$ cat src/rtl/i2c_target_pkg.sv
// i2c_target_pkg: shared types and constants for the I2C register target
package i2c_target_pkg;

    typedef enum logic [3:0] {
        IDLE,
        ADDR,
        ADDR_ACK,
        PTR,
        PTR_ACK,
        WDATA,
        WDATA_ACK,
        RDATA,
        RDATA_ACK,
        IGNORE
    } state_t;

    // Bit counter runs 0..9 so it also tracks the two phases of each ACK clock.
    localparam int CNT_W = 4;

    // SDA level that signals acknowledge on the bus.
    localparam logic ACK = 1'b0;

endpackage

$ cat src/rtl/i2c_line_filter.sv
// i2c_line_filter: synchronizes one bus line, debounces it and flags edges
module i2c_line_filter #(
    parameter int FILT = 3
) (
    input  logic clk,
    input  logic rst_n,
    input  logic line_in,
    output logic level,
    output logic rise,
    output logic fall
);

    localparam int CW = $clog2(FILT + 1);

    logic [1:0]    sync;
    logic [CW-1:0] cnt;

    // Level flips only after FILT consecutive synchronized samples disagree with it.
    always_ff @(posedge clk or negedge rst_n) begin
        if (!rst_n) begin
            sync  <= 2'b11;
            level <= 1'b1;
            cnt   <= '0;
            rise  <= 1'b0;
            fall  <= 1'b0;
        end else begin
            sync <= {sync[0], line_in};
            rise <= 1'b0;
            fall <= 1'b0;
            if (sync[1] == level) begin
                cnt <= '0;
            end else if (cnt == CW'(FILT - 1)) begin
                level <= sync[1];
                rise  <= sync[1];
                fall  <= ~sync[1];
                cnt   <= '0;
            end else begin
                cnt <= cnt + 1'b1;
            end
        end
    end

endmodule

$ cat src/rtl/i2c_target_regs.sv
// i2c_target_regs: I2C target exposing a small register bank to a bus master and the fabric
module i2c_target_regs
    import i2c_target_pkg::*;
#(
    parameter logic [6:0] DEV_ADDR = 7'h42,
    parameter int         REG_AW   = 4,
    parameter int         FILT     = 3
) (
    input  logic              clk,
    input  logic              rst_n,
    input  logic              scl_in,
    input  logic              sda_in,
    output logic              sda_drive,
    input  logic              host_we,
    input  logic [REG_AW-1:0] host_addr,
    input  logic [7:0]        host_wdata,
    output logic [7:0]        host_rdata,
    output logic              i2c_wstb,
    output logic [REG_AW-1:0] i2c_waddr,
    output logic [7:0]        i2c_wdata,
    output logic              busy
);

    logic              scl, scl_rise, scl_fall;
    logic              sda, sda_rise, sda_fall;
    state_t            state, state_n;
    logic [CNT_W-1:0]  cnt, cnt_n;
    logic [7:0]        shreg, sh_n, byte_in, rd_byte;
    logic [REG_AW-1:0] ptr, ptr_n;
    logic              drv_n, busy_n, wr_en, load;
    logic [7:0]        regs [2**REG_AW];

    i2c_line_filter #(.FILT(FILT)) u_scl (
        .clk    (clk),
        .rst_n  (rst_n),
        .line_in(scl_in),
        .level  (scl),
        .rise   (scl_rise),
        .fall   (scl_fall)
    );

    i2c_line_filter #(.FILT(FILT)) u_sda (
        .clk    (clk),
        .rst_n  (rst_n),
        .line_in(sda_in),
        .level  (sda),
        .rise   (sda_rise),
        .fall   (sda_fall)
    );

    assign host_rdata = regs[host_addr];
    assign rd_byte    = regs[ptr];
    assign byte_in    = {shreg[6:0], sda};

    // Bus protocol: data is sampled on SCL rise, SDA drive changes on SCL fall.
    always_comb begin
        state_n = state;
        cnt_n   = cnt;
        sh_n    = shreg;
        ptr_n   = ptr;
        drv_n   = sda_drive;
        busy_n  = busy;
        wr_en   = 1'b0;
        load    = 1'b0;
        if (scl && sda_fall) begin
            state_n = ADDR;
            cnt_n   = '0;
            drv_n   = 1'b0;
        end else if (scl && sda_rise) begin
            state_n = IDLE;
            drv_n   = 1'b0;
            busy_n  = 1'b0;
        end else if (scl_rise) begin
            case (state)
                ADDR, PTR, WDATA: begin
                    sh_n  = byte_in;
                    cnt_n = cnt + 1'b1;
                    if (cnt == CNT_W'(7)) begin
                        if (state == ADDR) begin
                            state_n = (byte_in[7:1] == DEV_ADDR) ? ADDR_ACK : IGNORE;
                            busy_n  = busy | (byte_in[7:1] == DEV_ADDR);
                        end else if (state == PTR) begin
                            ptr_n   = byte_in[REG_AW-1:0];
                            state_n = PTR_ACK;
                        end else begin
                            wr_en   = 1'b1;
                            ptr_n   = ptr + 1'b1;
                            state_n = WDATA_ACK;
                        end
                    end
                end
                RDATA: cnt_n = cnt + 1'b1;
                RDATA_ACK: begin
                    if (sda == ACK) begin
                        cnt_n = CNT_W'(1);
                    end else begin
                        state_n = IGNORE;
                        drv_n   = 1'b0;
                    end
                end
                default: ;
            endcase
        end else if (scl_fall) begin
            case (state)
                ADDR_ACK, PTR_ACK, WDATA_ACK: begin
                    if (cnt == CNT_W'(8)) begin
                        drv_n = ~ACK;
                        cnt_n = CNT_W'(9);
                    end else if (cnt == CNT_W'(9)) begin
                        cnt_n   = '0;
                        drv_n   = 1'b0;
                        state_n = (state == ADDR_ACK) ? (shreg[0] ? RDATA : PTR) : WDATA;
                        load    = (state == ADDR_ACK) && shreg[0];
                    end
                end
                RDATA: begin
                    if (cnt == CNT_W'(8)) begin
                        drv_n   = 1'b0;
                        cnt_n   = '0;
                        state_n = RDATA_ACK;
                    end else begin
                        sh_n  = {shreg[6:0], 1'b0};
                        drv_n = ~shreg[6];
                    end
                end
                RDATA_ACK: load = (cnt == CNT_W'(1));
                default: ;
            endcase
        end
        if (load) begin
            sh_n    = rd_byte;
            drv_n   = ~rd_byte[7];
            ptr_n   = ptr + 1'b1;
            cnt_n   = '0;
            state_n = RDATA;
        end
    end

    // Protocol state, shift register, pointer and bus-facing outputs.
    always_ff @(posedge clk or negedge rst_n) begin
        if (!rst_n) begin
            state     <= IDLE;
            cnt       <= '0;
            shreg     <= '0;
            ptr       <= '0;
            sda_drive <= 1'b0;
            busy      <= 1'b0;
            i2c_wstb  <= 1'b0;
            i2c_waddr <= '0;
            i2c_wdata <= '0;
        end else begin
            state     <= state_n;
            cnt       <= cnt_n;
            shreg     <= sh_n;
            ptr       <= ptr_n;
            sda_drive <= drv_n;
            busy      <= busy_n;
            i2c_wstb  <= wr_en;
            if (wr_en) begin
                i2c_waddr <= ptr;
                i2c_wdata <= byte_in;
            end
        end
    end

    // Register bank; the I2C write is issued last so it wins a same-address collision.
    always_ff @(posedge clk or negedge rst_n) begin
        if (!rst_n) begin
            for (int i = 0; i < 2**REG_AW; i++) regs[i] <= '0;
        end else begin
            if (host_we) regs[host_addr] <= host_wdata;
            if (wr_en) regs[ptr] <= byte_in;
        end
    end

endmodule

$ cat config.mk
export PLATFORM = sky130hd
export DESIGN_NAME = i2c_target_regs
export DESIGN_NICKNAME = d
export VERILOG_FILES = /design/src/rtl/i2c_target_pkg.sv /design/src/rtl/i2c_line_filter.sv /design/src/rtl/i2c_target_regs.sv
export SDC_FILE = /design/constraint.sdc
export NUM_CORES = 1
export LEC_CHECK = 0
export CORE_UTILIZATION = 37
export CTS_CLUSTER_SIZE = 8
export DETAILED_ROUTE_END_ITERATION = 12
export SYNTH_ARGS = -nofsm -noshare
export SYNTH_HDL_FRONTEND = slang
export SYNTH_SLANG_ARGS = --single-unit
$ cat constraint.sdc
create_clock -name clk -period 2.95 [get_ports clk]
set_input_delay 0.59 -clock clk [delete_from_list [all_inputs] [get_ports clk]]
set_output_delay 0.59 -clock clk [all_outputs]
set_load 0.01 [all_outputs]
---- Word level (Yosys, flattened, before mapping) ----
Index checks and enable logic that the tools add are counted.
W data, S select, Z words.
storage, ports and cells
  flip-flop bits (word level) ............. 176
  bits of input ports ..................... 17
  output and inout bits ................... 23
  word-level logic and storage cells ...... 218
cells by class
  $add $sub $neg .......................... 4
  magnitude comparators ................... 4
  eq/ne operators ......................... 36
  multiplexer cells ....................... 100
  bitwise gates (word level) .............. 10
  reduce and logical (&&, ||, !) cells .... 29
operators by type and width
  cell                   number
  $bwmux W128            2
  $mux W128              2
  $mux W4                29
  $bmux W8 S4            2
  $demux W8 S4           2
  $mux W7                8
  $mux W8                6
  $mux W1                36
  $pmux W4 S2            4
  $ne A6 B5 Y1 const B   5
  $eq A4 B3 Y1 const B   5
  $ne A5 B5 Y1 const B   3
  $reduce_bool A2 Y1     7
  $eq A4 B4 Y1 const B   3
  $ne A6 B6 Y1 const B   2
  $reduce_and A6 Y1      2
  $ge A5 B5 Y1 const B   2
  $lt A5 B1 Y1 const B   2
  $mux W2                5
  $ne A5 B4 Y1 const B   2
  $not A4 Y5             2
  $reduce_and A5 Y1      2
  $reduce_bool A5 Y1     2
  $add A4 B1 Y4 const B  2
  other kinds (23)       46

---- Depth between registers and ports, before layout ----
Gate-level depths: netlist of the first run.
  depth after elaboration ................. 11
  mapped depth ............................ 9
  mapped depth without buffers ............ 7

---- Cells and area by module ----
A second synthesis of the first run with hierarchy kept.
unflattened totals
  cell total of the unflattened synthesis .. 975
  area total of the unflattened synthesis .. 10583.9 um2
modules (own cells, without submodules)
  module           instances  cells an instance  area an instance (um2)  seq. area each (um2)
  i2c_target_regs  1          947                10095.9                 4053.9
  i2c_line_filter  2          14                 244.0                   178.9

---- Worst setup path after synthesis of the first run ----
Ideal clock, no wire load.
  path type ............................... input to output
  start ................................... input host_addr[0]
  end ..................................... output host_rdata[0]
  arrival time ............................ 2047 ps
  data required time ...................... 2360 ps
  path slack .............................. 313 ps
  cell stages on the path ................. 4
  path buffers ............................ 2
  cells stage by stage .................... buf_2 buf_2 mux4_2 mux4_2
on the way
  longest elaborated chain between the ends .. 4
ends and longest elaborated chain
  item                                        line                   RTL
  from (decl)                                 i2c_target_regs.sv:15  input logic [REG_AW-1:0] host_addr,
  $not A4 Y5 (not written as such)            i2c_target_regs.sv:51  assign host_rdata = regs[host_addr];
  $bmux W8 S4                                 i2c_target_regs.sv:51
  $mux W8 (not written as such) (2 in a row)  i2c_target_regs.sv:51
  to (decl)                                   i2c_target_regs.sv:17  output logic [7:0] host_rdata,
No other way between the ends. The select of a mux whose other input is x is not followed.

---- Worst setup path in the final report of the first run ----
  start ................................... input host_addr[0]
  end ..................................... output host_rdata[5]
The elaborated chain is that of the path after synthesis.

==> results of run 1 <==
[cell families (layout without fill, tap and decap cells)]
family                     Yosys count  after routing  share of synthesized area (%)
DFF                                176            176                          41.38
and+or+nand+nor                    286            286                          12.59
AOI/OAI and AO/OA                  208            208                          11.20
xor gates and xnor gates             1              1                        0.08217
buffers and inverters              103            156                          3.850
adders and majority gates            7              7                         0.8216
muxes                              227            227                          30.07
[routing by layer]
layer | global-route usage (%) | vias up | wire, um
li1 | - | 3783 | -
met5 | 0 | - | 0
met3 | 4.004 | 52 | 2641
met1 | 34.52 | 4198 | 14870
met4 | 8.349 | 0 | 979
met2 | 33.55 | 440 | 14100
[path summary, 6_finish.rpt]
kind | from | to | cells after the start
worst max-delay path | host_addr[0] | host_rdata[5] | 5
max in group asynchronous | rst_n | u_sda.sync[1]$_DFF_PN1_ | 2
min in group clk | u_sda.sync[0]$_DFF_PN1_ | u_sda.sync[1]$_DFF_PN1_ | 0
worst min register to register | u_sda.sync[0]$_DFF_PN1_ | u_sda.sync[1]$_DFF_PN1_ | 0
worst max register to register | cnt[0]$_DFFE_PN0P_ | shreg[3]$_DFFE_PN0P_ | 7
worst min-delay path | rst_n | regs[5]$_DFF_PN0_ | 1
[layout make-up]
type	count	area share [%]
inverters	17	0.5144
clock buffers	19	3.490
repair buffers	107	8.110
well taps	378	3.813
flip-flops and latches	176	35.58
clock inverters	13	1.432
multi-input cells	729	47.06
[state kept, by name, indices dropped and copies added (netlist names)]
name / cells
u_scl.sync: 2
cnt: 4
u_sda.fall: 1
i2c_wdata: 8
u_sda.level: 1
state: 4
ptr: 4
busy: 1
u_sda.sync: 2
u_sda.cnt: 2
u_scl.level: 1
i2c_wstb: 1
u_sda.rise: 1
u_scl.rise: 1
regs: 128
sda_drive: 1
u_scl.cnt: 2
i2c_waddr: 4
shreg: 7
u_scl.fall: 1
[worst max-delay path: stages]
cell	delay (ns)
sky130_fd_sc_hd__buf_4	0.15
sky130_fd_sc_hd__bufbuf_16	0.29
sky130_fd_sc_hd__mux4_2	0.50
sky130_fd_sc_hd__mux4_2	0.47
sky130_fd_sc_hd__dlygate4sd2_1	0.30
[Yosys cell counts (all sizes together) (11+ instances only)]
master	n
dfrtp	170
nand2	141
mux2i	138
o21ai	105
mux4	73
clkbuf	62
nor2	58
a21oi	51
buf	24
inv	16
mux2	16
nor3	16
nand3	11
[power breakdown]
group	switching, mW	internal (mW)	total (mW)
Combinational	0.791	0.922	1.71
Clock	1.05	1.36	2.41
Sequential	0.618	2.91	3.52
[metrics by stage]
step                power, mW  cells  setup TNS (ns)
finish                  7.646   1439               0
global route            7.966   1439               0
CTS                     7.627   1439               0
detailed placement      5.236   1406          -1.241
global placement        5.197   1406         -0.9972
floorplan               4.447   1008               0
[timing repair]
action | 4_1_cts | 5_1_grt
cloned | 1 | 0
endpoints found under the setup margin | 8 | 1
gates resized for setup | 14 | 1
==> flow_metrics.env, run 1 <==
export IMPL_finalHoldWorstSlack_ns=0.1563
export IMPL_timing_critical_path_fanout_max=10
export IMPL_htreeDepth=4
export IMPL_proportion_of_synthesized_chip_area_in_sequential_cells_pct=41.38
export IMPL_worst_skew_pair_late_latency_ns=0.43
export IMPL_grt_pass1_wl_um=50870
export IMPL_worst_ir_drop_vdd_mv=0.3576
export IMPL_place_port_buffers=39
export IMPL_arrival_ns=2.32
export IMPL_synth_area_per_cell_um2=10.58
export IMPL_place_detailed_hpwl_um=23740
export IMPL_multi_input_comb_area_um2=5838
export IMPL_critical_path_class="input port to output pin"
export IMPL_number_of_fillers_in_the_final_layout=2674
export IMPL_dr_first_iter_drc_count=1065
export IMPL_grt_antenna_before_repair=0
export IMPL_critical_path_endpoint_type="output pin"
export IMPL_grt_max_degree=66
export IMPL_max_clock_path_buffers=2
export IMPL_area_growth_pct=16.36
export IMPL_synth_top_cells_by_area="sky130_fd_sc_hd__dfrtp_1, sky130_fd_sc_hd__mux4_2, sky130_fd_sc_hd__mux2i_1"
export IMPL_final_core_utilization_pct=44.16
export IMPL_finalCriticalPeriod_ns=2.907
export IMPL_cts_num_sinks=176
export IMPL_yosysWarningCount=0
export IMPL_grt_setup_unrepaired="false"
export IMPL_run_status="finished, final reports clean"
export IMPL_hold_path_class="input port to asynchronous set/reset pin"
export IMPL_wirelength_um=32590
export IMPL_layout_cell_area_non_filler_um2=12400
export IMPL_globalRouteOverflowTotal=0
export IMPL_layout_cells_most_common="sky130_fd_sc_hd__dfrtp_1"
export IMPL_drt_drc_violations_left=0
export IMPL_final_setup_viol_count=0
export IMPL_max_clock_freq_mhz=344.0
export IMPL_viasPerCell=5.888
export IMPL_final_cell_mix="sky130_fd_sc_hd__dfrtp_1, sky130_fd_sc_hd__nand2_1, sky130_fd_sc_hd__mux2i_1, sky130_fd_sc_hd__o21ai_0, sky130_fd_sc_hd__mux4_2"
export IMPL_power_density_nw_per_um2=616.4
export IMPL_top_level_ports=40
export IMPL_worst_pin_slew_ns=0.8180
export IMPL_design_core_area_um2=28090
export IMPL_ctsRootBufferMaster="sky130_fd_sc_hd__clkbuf_16"
export IMPL_final_nets=1072
export IMPL_drt_pre_antenna_iters=6
export IMPL_netlist_area_pre_place_um2=10660
export IMPL_max_cap_viol_count=0
export IMPL_r2r_slack_ns=0.19
export IMPL_timing_final_hold_violations=0
export IMPL_synth_edf_count=0
export IMPL_postCtsSetupBuffers=0
export IMPL_synth_top_area_share_pct=39.91
export IMPL_cts_tree="built"
export IMPL_post_placement_setup_slack_ns=-0.1696
export IMPL_final_period_utilization_pct=98.54
export IMPL_wl_per_cell_um=22.65
export IMPL_track_usage_pct=23.17
export IMPL_grt_pass1_vias=8024
export IMPL_layout_drive_gt1_share_pct=19.51
export IMPL_dominantRegCellSynth="sky130_fd_sc_hd__dfrtp_1"
export IMPL_finalClockSkew_ns=0.01597
export IMPL_report_final_slew_viol_count=0
export IMPL_final_seq_area_um2=4413
export IMPL_synthesis_instances=1008
export IMPL_asyncSetResetFlopFracSynth_pct=100.0
export IMPL_worst_ep_required_time_ns=2.36
export IMPL_chipWidth_um=171.7
export IMPL_power_leakage_nw=4.908
export IMPL_max_slew_margin_rel_pct=45.30
export IMPL_worst_slack_setup_final_ns=0.04318
export IMPL_placed_cell_area_um2=11750
export IMPL_gp_congestion=0.9536
export IMPL_path_clk_slew_ns=0.08
export IMPL_synth_top_cell_by_area="sky130_fd_sc_hd__dfrtp_1"
export IMPL_insertedDiodeCount=0
export IMPL_cts_hold_fix_buffers=0
export IMPL_synth_distinct_cells=68
export IMPL_floorplan_die_area_um2=29490
export IMPL_start_util_pct=37.95
export IMPL_route_antenna_remaining_nets=0
export IMPL_dieHeight_um=171.7
export IMPL_rows=61
export IMPL_cts_buffers=17
export IMPL_critical_path_startpoint_type="input port"
export IMPL_detailroute_via_count=8473
export IMPL_synth_ff_latch_count=176
export IMPL_synth_fp_nets=1032
Note: power is estimated with default switching activity, not from simulation.
==> run 2: changes to the inputs <==
--- a/config.mk
+++ b/config.mk
@@ -5,9 +5,12 @@
 export SDC_FILE = /design/constraint.sdc
 export NUM_CORES = 1
 export LEC_CHECK = 0
+export CELL_PAD_IN_SITES_DETAIL_PLACEMENT = 1
+export CELL_PAD_IN_SITES_GLOBAL_PLACEMENT = 2
 export CORE_UTILIZATION = 37
-export CTS_CLUSTER_SIZE = 8
+export CTS_CLUSTER_SIZE = 12
 export DETAILED_ROUTE_END_ITERATION = 12
+export PLACE_DENSITY_LB_ADDON = 0.1
 export SYNTH_ARGS = -nofsm -noshare
 export SYNTH_HDL_FRONTEND = slang
 export SYNTH_SLANG_ARGS = --single-unit
==> flow_metrics.env, run 2 (synthesized netlist as in run 1, its figures left out) <==
export IMPL_max_clock_path_buffers=2
export IMPL_finalCriticalPeriod_ns=2.867
export IMPL_worst_slack_setup_final_ns=0.08276
export IMPL_gr_usage_met3_pct=4.395
export IMPL_final_core_utilization_pct=44.20
export IMPL_run_status="finished, final reports clean"
export IMPL_final_cells=1451
export IMPL_drt_pre_antenna_iters=5
export IMPL_area_growth_pct=16.44
export IMPL_grt_max_degree=63
export IMPL_start_util_pct=37.95
export IMPL_final_cell_mix="sky130_fd_sc_hd__dfrtp_1, sky130_fd_sc_hd__nand2_1, sky130_fd_sc_hd__mux2i_1, sky130_fd_sc_hd__o21ai_0, sky130_fd_sc_hd__buf_4"
export IMPL_chipWidth_um=171.7
export IMPL_wl_per_cell_um=26.61
export IMPL_worst_skew_pair_late_latency_ns=0.45
export IMPL_gp_congestion=0.9448
export IMPL_grt_antenna_before_repair=0
export IMPL_worst_r2r_startpoint="cnt[0]$_DFFE_PN0P_"
export IMPL_seqPwrFrac_pct=47.2
export IMPL_cts_tree="built"
export IMPL_power_share_clock_pct=29.6
export IMPL_max_cap_viol_count=0
export IMPL_cts_num_sinks=176
export IMPL_worst_ep_required_time_ns=2.36
export IMPL_met1_usage_pct=37.13
export IMPL_grt_pass1_wl_um=58860
export IMPL_reg_top3="regs: 128 flops, i2c_wdata: 8 flops, shreg: 7 flops"
export IMPL_floorplan_die_area_um2=29490
export IMPL_report_final_slew_viol_count=0
export IMPL_finalClockSkew_ns=0.01143
export IMPL_p_sw_mw=2.607
export IMPL_power_density_nw_per_um2=609.9
export IMPL_post_placement_setup_slack_ns=-0.1553
export IMPL_route_antenna_remaining_nets=0
export IMPL_dieHeight_um=171.7
export IMPL_grt_busiest_layer="met2"
export IMPL_layout_cells_most_common="sky130_fd_sc_hd__dfrtp_1"
export IMPL_cts_hold_fix_buffers=0
export IMPL_grt_pass1_vias=8911
export IMPL_place_port_buffers=39
export IMPL_path_clk_slew_ns=0.07
export IMPL_grt_setup_unrepaired="false"
export IMPL_worst_pin_slew_ns=0.7899
export IMPL_finalSetupTns_ns=0
export IMPL_layout_drive_gt1_share_pct=21.06
export IMPL_dr_first_iter_drc_count=601
export IMPL_timing_final_hold_violations=0
export IMPL_worst_setup_path_startpoint="host_addr[0]"
export IMPL_power_leakage_nw=4.904
export IMPL_internal_power_consumption_mw=4.964
export IMPL_track_usage_pct=27.92
export IMPL_arrival_ns=2.28
export IMPL_critical_path_endpoint_type="output pin"
export IMPL_wirelength_um=38610
export IMPL_design_core_area_um2=28090
export IMPL_critical_path_class="input port to output pin"
export IMPL_hold_path_class="input port to asynchronous set/reset pin"
export IMPL_drt_drc_violations_left=0
export IMPL_top_level_ports=40
export IMPL_postCtsSetupBuffers=0
export IMPL_place_detailed_hpwl_um=28170
export IMPL_comb_power_share_pct=23.2
export IMPL_power_switching_share_pct=34.43
export IMPL_max_flop_register="regs"
export IMPL_max_clock_freq_mhz=348.8
export IMPL_rows=61
export IMPL_finalHoldWorstSlack_ns=0.1274
export IMPL_viasPerCell=5.908
export IMPL_timing_critical_path_fanout_max=7
export IMPL_final_nets=1084
export IMPL_final_period_utilization_pct=97.19
export IMPL_globalRouteOverflowTotal=0
export IMPL_gr_layer_usage_met2_pct=45.98
export IMPL_final_setup_viol_count=0
export IMPL_placed_cells_incl_taps=1419
export IMPL_htreeDepth=4
export IMPL_ctsRootBufferMaster="sky130_fd_sc_hd__clkbuf_16"
export IMPL_detailroute_via_count=8573
export IMPL_critical_path_startpoint_type="input port"
export IMPL_max_slew_margin_rel_pct=47.34
export IMPL_insertedDiodeCount=0
export IMPL_worst_ir_drop_vdd_mv=0.2604
export IMPL_cts_buffers=17
export IMPL_largest_reg_flops=128
-- run 2: repair_timing --
action,4_1_cts,5_1_grt
setup endpoints to repair,8,0
hold endpoints to repair,0,0
resized for setup,12,0
-- run 2: metal layers --
metal	wire, um	vias to the layer above	share of wire (%)
met4	1342	0	3.5
met1	16820	4430	44
met2	18620	255	48
met3	1823	78	4.7
met5	0	-	0
li1	-	3810	-
-- run 2: final cells by class --
class / instances / area (um2)
multi-input cells: 729 / 5858
inverters: 17 / 63.81
repair buffers: 119 / 1035
fillers: 3094 / 15670
clock buffers: 19 / 442.9
well taps: 378 / 473.0
flip-flops and latches: 176 / 4415
clock inverters: 13 / 125.1
-- run 2: worst max-delay path, stage by stage --
cell,delay (ns)
sky130_fd_sc_hd__buf_4,0.15
sky130_fd_sc_hd__buf_4,0.19
sky130_fd_sc_hd__mux4_2,0.54
sky130_fd_sc_hd__mux4_2,0.50
sky130_fd_sc_hd__dlygate4sd2_1,0.31
-- run 2: final timing paths --
path                       slack [ns]                       to  cells past startpoint
setup reg to reg                 0.17     shreg[5]$_DFFE_PN0P_                      7
hold / removal                   0.13      regs[121]$_DFF_PN0_                      1
max in group asynchronous        2.12      regs[104]$_DFF_PN0_                      2
min in group clk                 0.36  u_sda.sync[1]$_DFF_PN1_                      0
setup / recovery                 0.08            host_rdata[6]                      5
hold reg to reg                  0.36  u_sda.sync[1]$_DFF_PN1_                      0
-- run 2: through the flow --
stage          total power [mW]  instance area, um2
2_1_floorplan             4.447               10660
3_3_place_gp              5.340               11840
3_5_place_dp              5.377               11840
4_1_cts                   7.616               12410
5_1_grt                   7.912               12410
6_report                  7.571               12410
-- run 2: power by group through the flow --
stage                     clock [mW]  sequential (mW)  combinational (mW)
final                           2.24             3.57                1.76
after global routing            2.38             3.60                1.94
after CTS                       2.30             3.55                1.77
after detailed placement           0             3.58                1.79
after global placement             0             3.59                1.75
after floorplan                    0             3.21                1.24
==> run 3: changes to the inputs <==
--- a/config.mk
+++ b/config.mk
@@ -7,6 +7,7 @@
 export LEC_CHECK = 0
 export CELL_PAD_IN_SITES_DETAIL_PLACEMENT = 1
 export CELL_PAD_IN_SITES_GLOBAL_PLACEMENT = 2
+export CORE_ASPECT_RATIO = 0.7
 export CORE_UTILIZATION = 37
 export CTS_CLUSTER_SIZE = 12
 export DETAILED_ROUTE_END_ITERATION = 12
==> flow_metrics.env, run 3 (synthesized netlist as in run 1, its figures left out) <==
export IMPL_run_status="finished, final reports clean"
export IMPL_multi_input_comb_area_um2=5853
export IMPL_dr_first_iter_drc_count=881
export IMPL_max_flop_register="regs"
export IMPL_postCtsSetupBuffers=0
export IMPL_report_final_slew_viol_count=0
export IMPL_timing_final_hold_violations=0
export IMPL_wirelength_um=42380
export IMPL_layout_drive_gt1_share_pct=21.20
export IMPL_start_util_pct=37.97
export IMPL_globalRouteOverflowTotal=0
export IMPL_grt_pass1_vias=8741
export IMPL_worst_ir_drop_vdd_mv=0.3795
export IMPL_area_growth_pct=16.98
export IMPL_max_cap_viol_count=0
export IMPL_critical_path_startpoint_type="input port"
export IMPL_layout_cells_most_common="sky130_fd_sc_hd__dfrtp_1"
export IMPL_gp_congestion=0.9799
export IMPL_chipWidth_um=204.9
export IMPL_power_leakage_nw=4.943
export IMPL_worst_ep_required_time_ns=2.36
export IMPL_htreeDepth=4
export IMPL_viasPerCell=6.185
export IMPL_ctsRootBufferMaster="sky130_fd_sc_hd__clkbuf_16"
export IMPL_design_core_area_um2=28080
export IMPL_worst_path_largest_cell_delay_ns=0.50
export IMPL_final_seq_area_um2=4419
export IMPL_place_port_buffers=39
export IMPL_finalSetupTns_ns=0
export IMPL_largest_reg_flops=128
export IMPL_timing_critical_path_fanout_max=9
export IMPL_finalClockSkew_ns=0.01533
export IMPL_final_nets=1082
export IMPL_place_detailed_hpwl_um=30230
export IMPL_grt_antenna_before_repair=0
export IMPL_worst_skew_pair_late_latency_ns=0.47
export IMPL_grt_setup_unrepaired="false"
export IMPL_max_clock_path_buffers=2
export IMPL_critical_path_class="input port to output pin"
export IMPL_path_cells="buf_4 > bufbuf_16 > mux4_2 > mux4_2 > dlygate4sd2_1"
export IMPL_worst_pin_slew_ns=0.7246
export IMPL_rows=51
export IMPL_wl_per_cell_um=29.39
export IMPL_cts_num_sinks=176
export IMPL_path_clk_slew_ns=0.08
export IMPL_final_period_utilization_pct=98.82
export IMPL_top_level_ports=40
export IMPL_critical_path_most_common_cell="sky130_fd_sc_hd__mux4_2"
export IMPL_critical_path_endpoint_type="output pin"
export IMPL_dieHeight_um=144.0
export IMPL_track_usage_pct=30.12
export IMPL_crit_slowest_cell="sky130_fd_sc_hd__mux4_2"
export IMPL_cts_buffers=17
export IMPL_power_density_nw_per_um2=632.5
export IMPL_drt_drc_violations_left=0
export IMPL_max_clock_freq_mhz=343.0
export IMPL_reg_top3="regs: 128 flops, i2c_wdata: 8 flops, shreg: 7 flops"
export IMPL_cts_tree="built"
export IMPL_max_slew_margin_rel_pct=51.70
export IMPL_grt_max_degree=67
export IMPL_insertedDiodeCount=0
export IMPL_route_antenna_remaining_nets=0
export IMPL_finalCriticalPeriod_ns=2.915
export IMPL_drt_pre_antenna_iters=5
export IMPL_final_setup_viol_count=0
export IMPL_number_of_fillers_in_the_final_layout=3079
export IMPL_floorplan_die_area_um2=29510
export IMPL_arrival_ns=2.33
export IMPL_grt_pass1_wl_um=62250
export IMPL_hold_path_class="input port to asynchronous set/reset pin"
export IMPL_p_total_mw=7.888
export IMPL_detailroute_via_count=8919
export IMPL_final_cell_mix="sky130_fd_sc_hd__dfrtp_1, sky130_fd_sc_hd__nand2_1, sky130_fd_sc_hd__mux2i_1, sky130_fd_sc_hd__o21ai_0, sky130_fd_sc_hd__mux4_2"
-- run 3: cell types whose count changed in the layout (fill, tap and decap cells not counted), sizes merged --
| cell | change |
|---|---|
| bufbuf | +1 |
| clkbuf | -2 |
| buf | -3 |
| inv | +2 |
| clkinvlp | -5 |
| clkinv | +5 |
-- run 3: worst paths after layout --
kind | endpoint | cells after the start | slack (ns) | from
hold / removal | regs[89]$_DFF_PN0_ | 1 | 0.13 | rst_n
setup / recovery | host_rdata[1] | 5 | 0.03 | host_addr[0]
min in group clk | u_sda.sync[1]$_DFF_PN1_ | 0 | 0.36 | u_sda.sync[0]$_DFF_PN1_
setup reg to reg | shreg[1]$_DFFE_PN0P_ | 7 | 0.21 | cnt[0]$_DFFE_PN0P_
max in group asynchronous | regs[127]$_DFF_PN0_ | 2 | 2.01 | rst_n
hold reg to reg | u_sda.sync[1]$_DFF_PN1_ | 0 | 0.36 | u_sda.sync[0]$_DFF_PN1_
-- run 3: repair_timing --
action	4_1_cts	5_1_grt
hold buffers	0	0
endpoints found under the hold margin	0	0
gates resized for setup	13	0
setup endpoints to repair	8	0
-- run 3: critical path: cells and delay by family --
kind                   cells  cell delay, ns
muxes                      2            0.99
buffers and inverters      3            0.74
-- run 3: metal layers --
layer	GRT usage, %	vias to the layer above	share of wire, %
li1	-	3806	-
met1	47.32	4650	50
met2	38.30	412	39
met3	9.621	49	9.4
met4	8.226	2	1.9
met5	1.531	-	0.14
-- run 3: report_power, final --
part	switching [mW]	internal (mW)
combinational	0.890	0.936
sequential	0.797	2.90
clock	1.21	1.15
-- run 3: area by class of cell --
class	count	area share [%]
multi-input cells	729	46.93
flip-flops and latches	176	35.44
repair buffers	117	8.518
well taps	371	3.722
clock buffers	17	3.411
clock inverters	15	1.465
inverters	17	0.5117
-- run 3: per-stage QoR --
stage / hold slack, ns / std cells / instance area, um2 / worst slack, ns / utilization, %
2_1_floorplan: 0.2944 / 1008 / 10660 / 0.3134 / -
5_1_grt: 0.1662 / 1442 / 12470 / 0.006795 / 44.42
4_1_cts: 0.1446 / 1442 / 12470 / 0.04328 / 44.42
3_5_place_dp: 0.3488 / 1409 / 11830 / -0.1601 / 42.14
3_3_place_gp: 0.3473 / 1409 / 11830 / -0.1584 / 42.14
6_report: 0.1260 / 1442 / 12470 / 0.03481 / 44.42
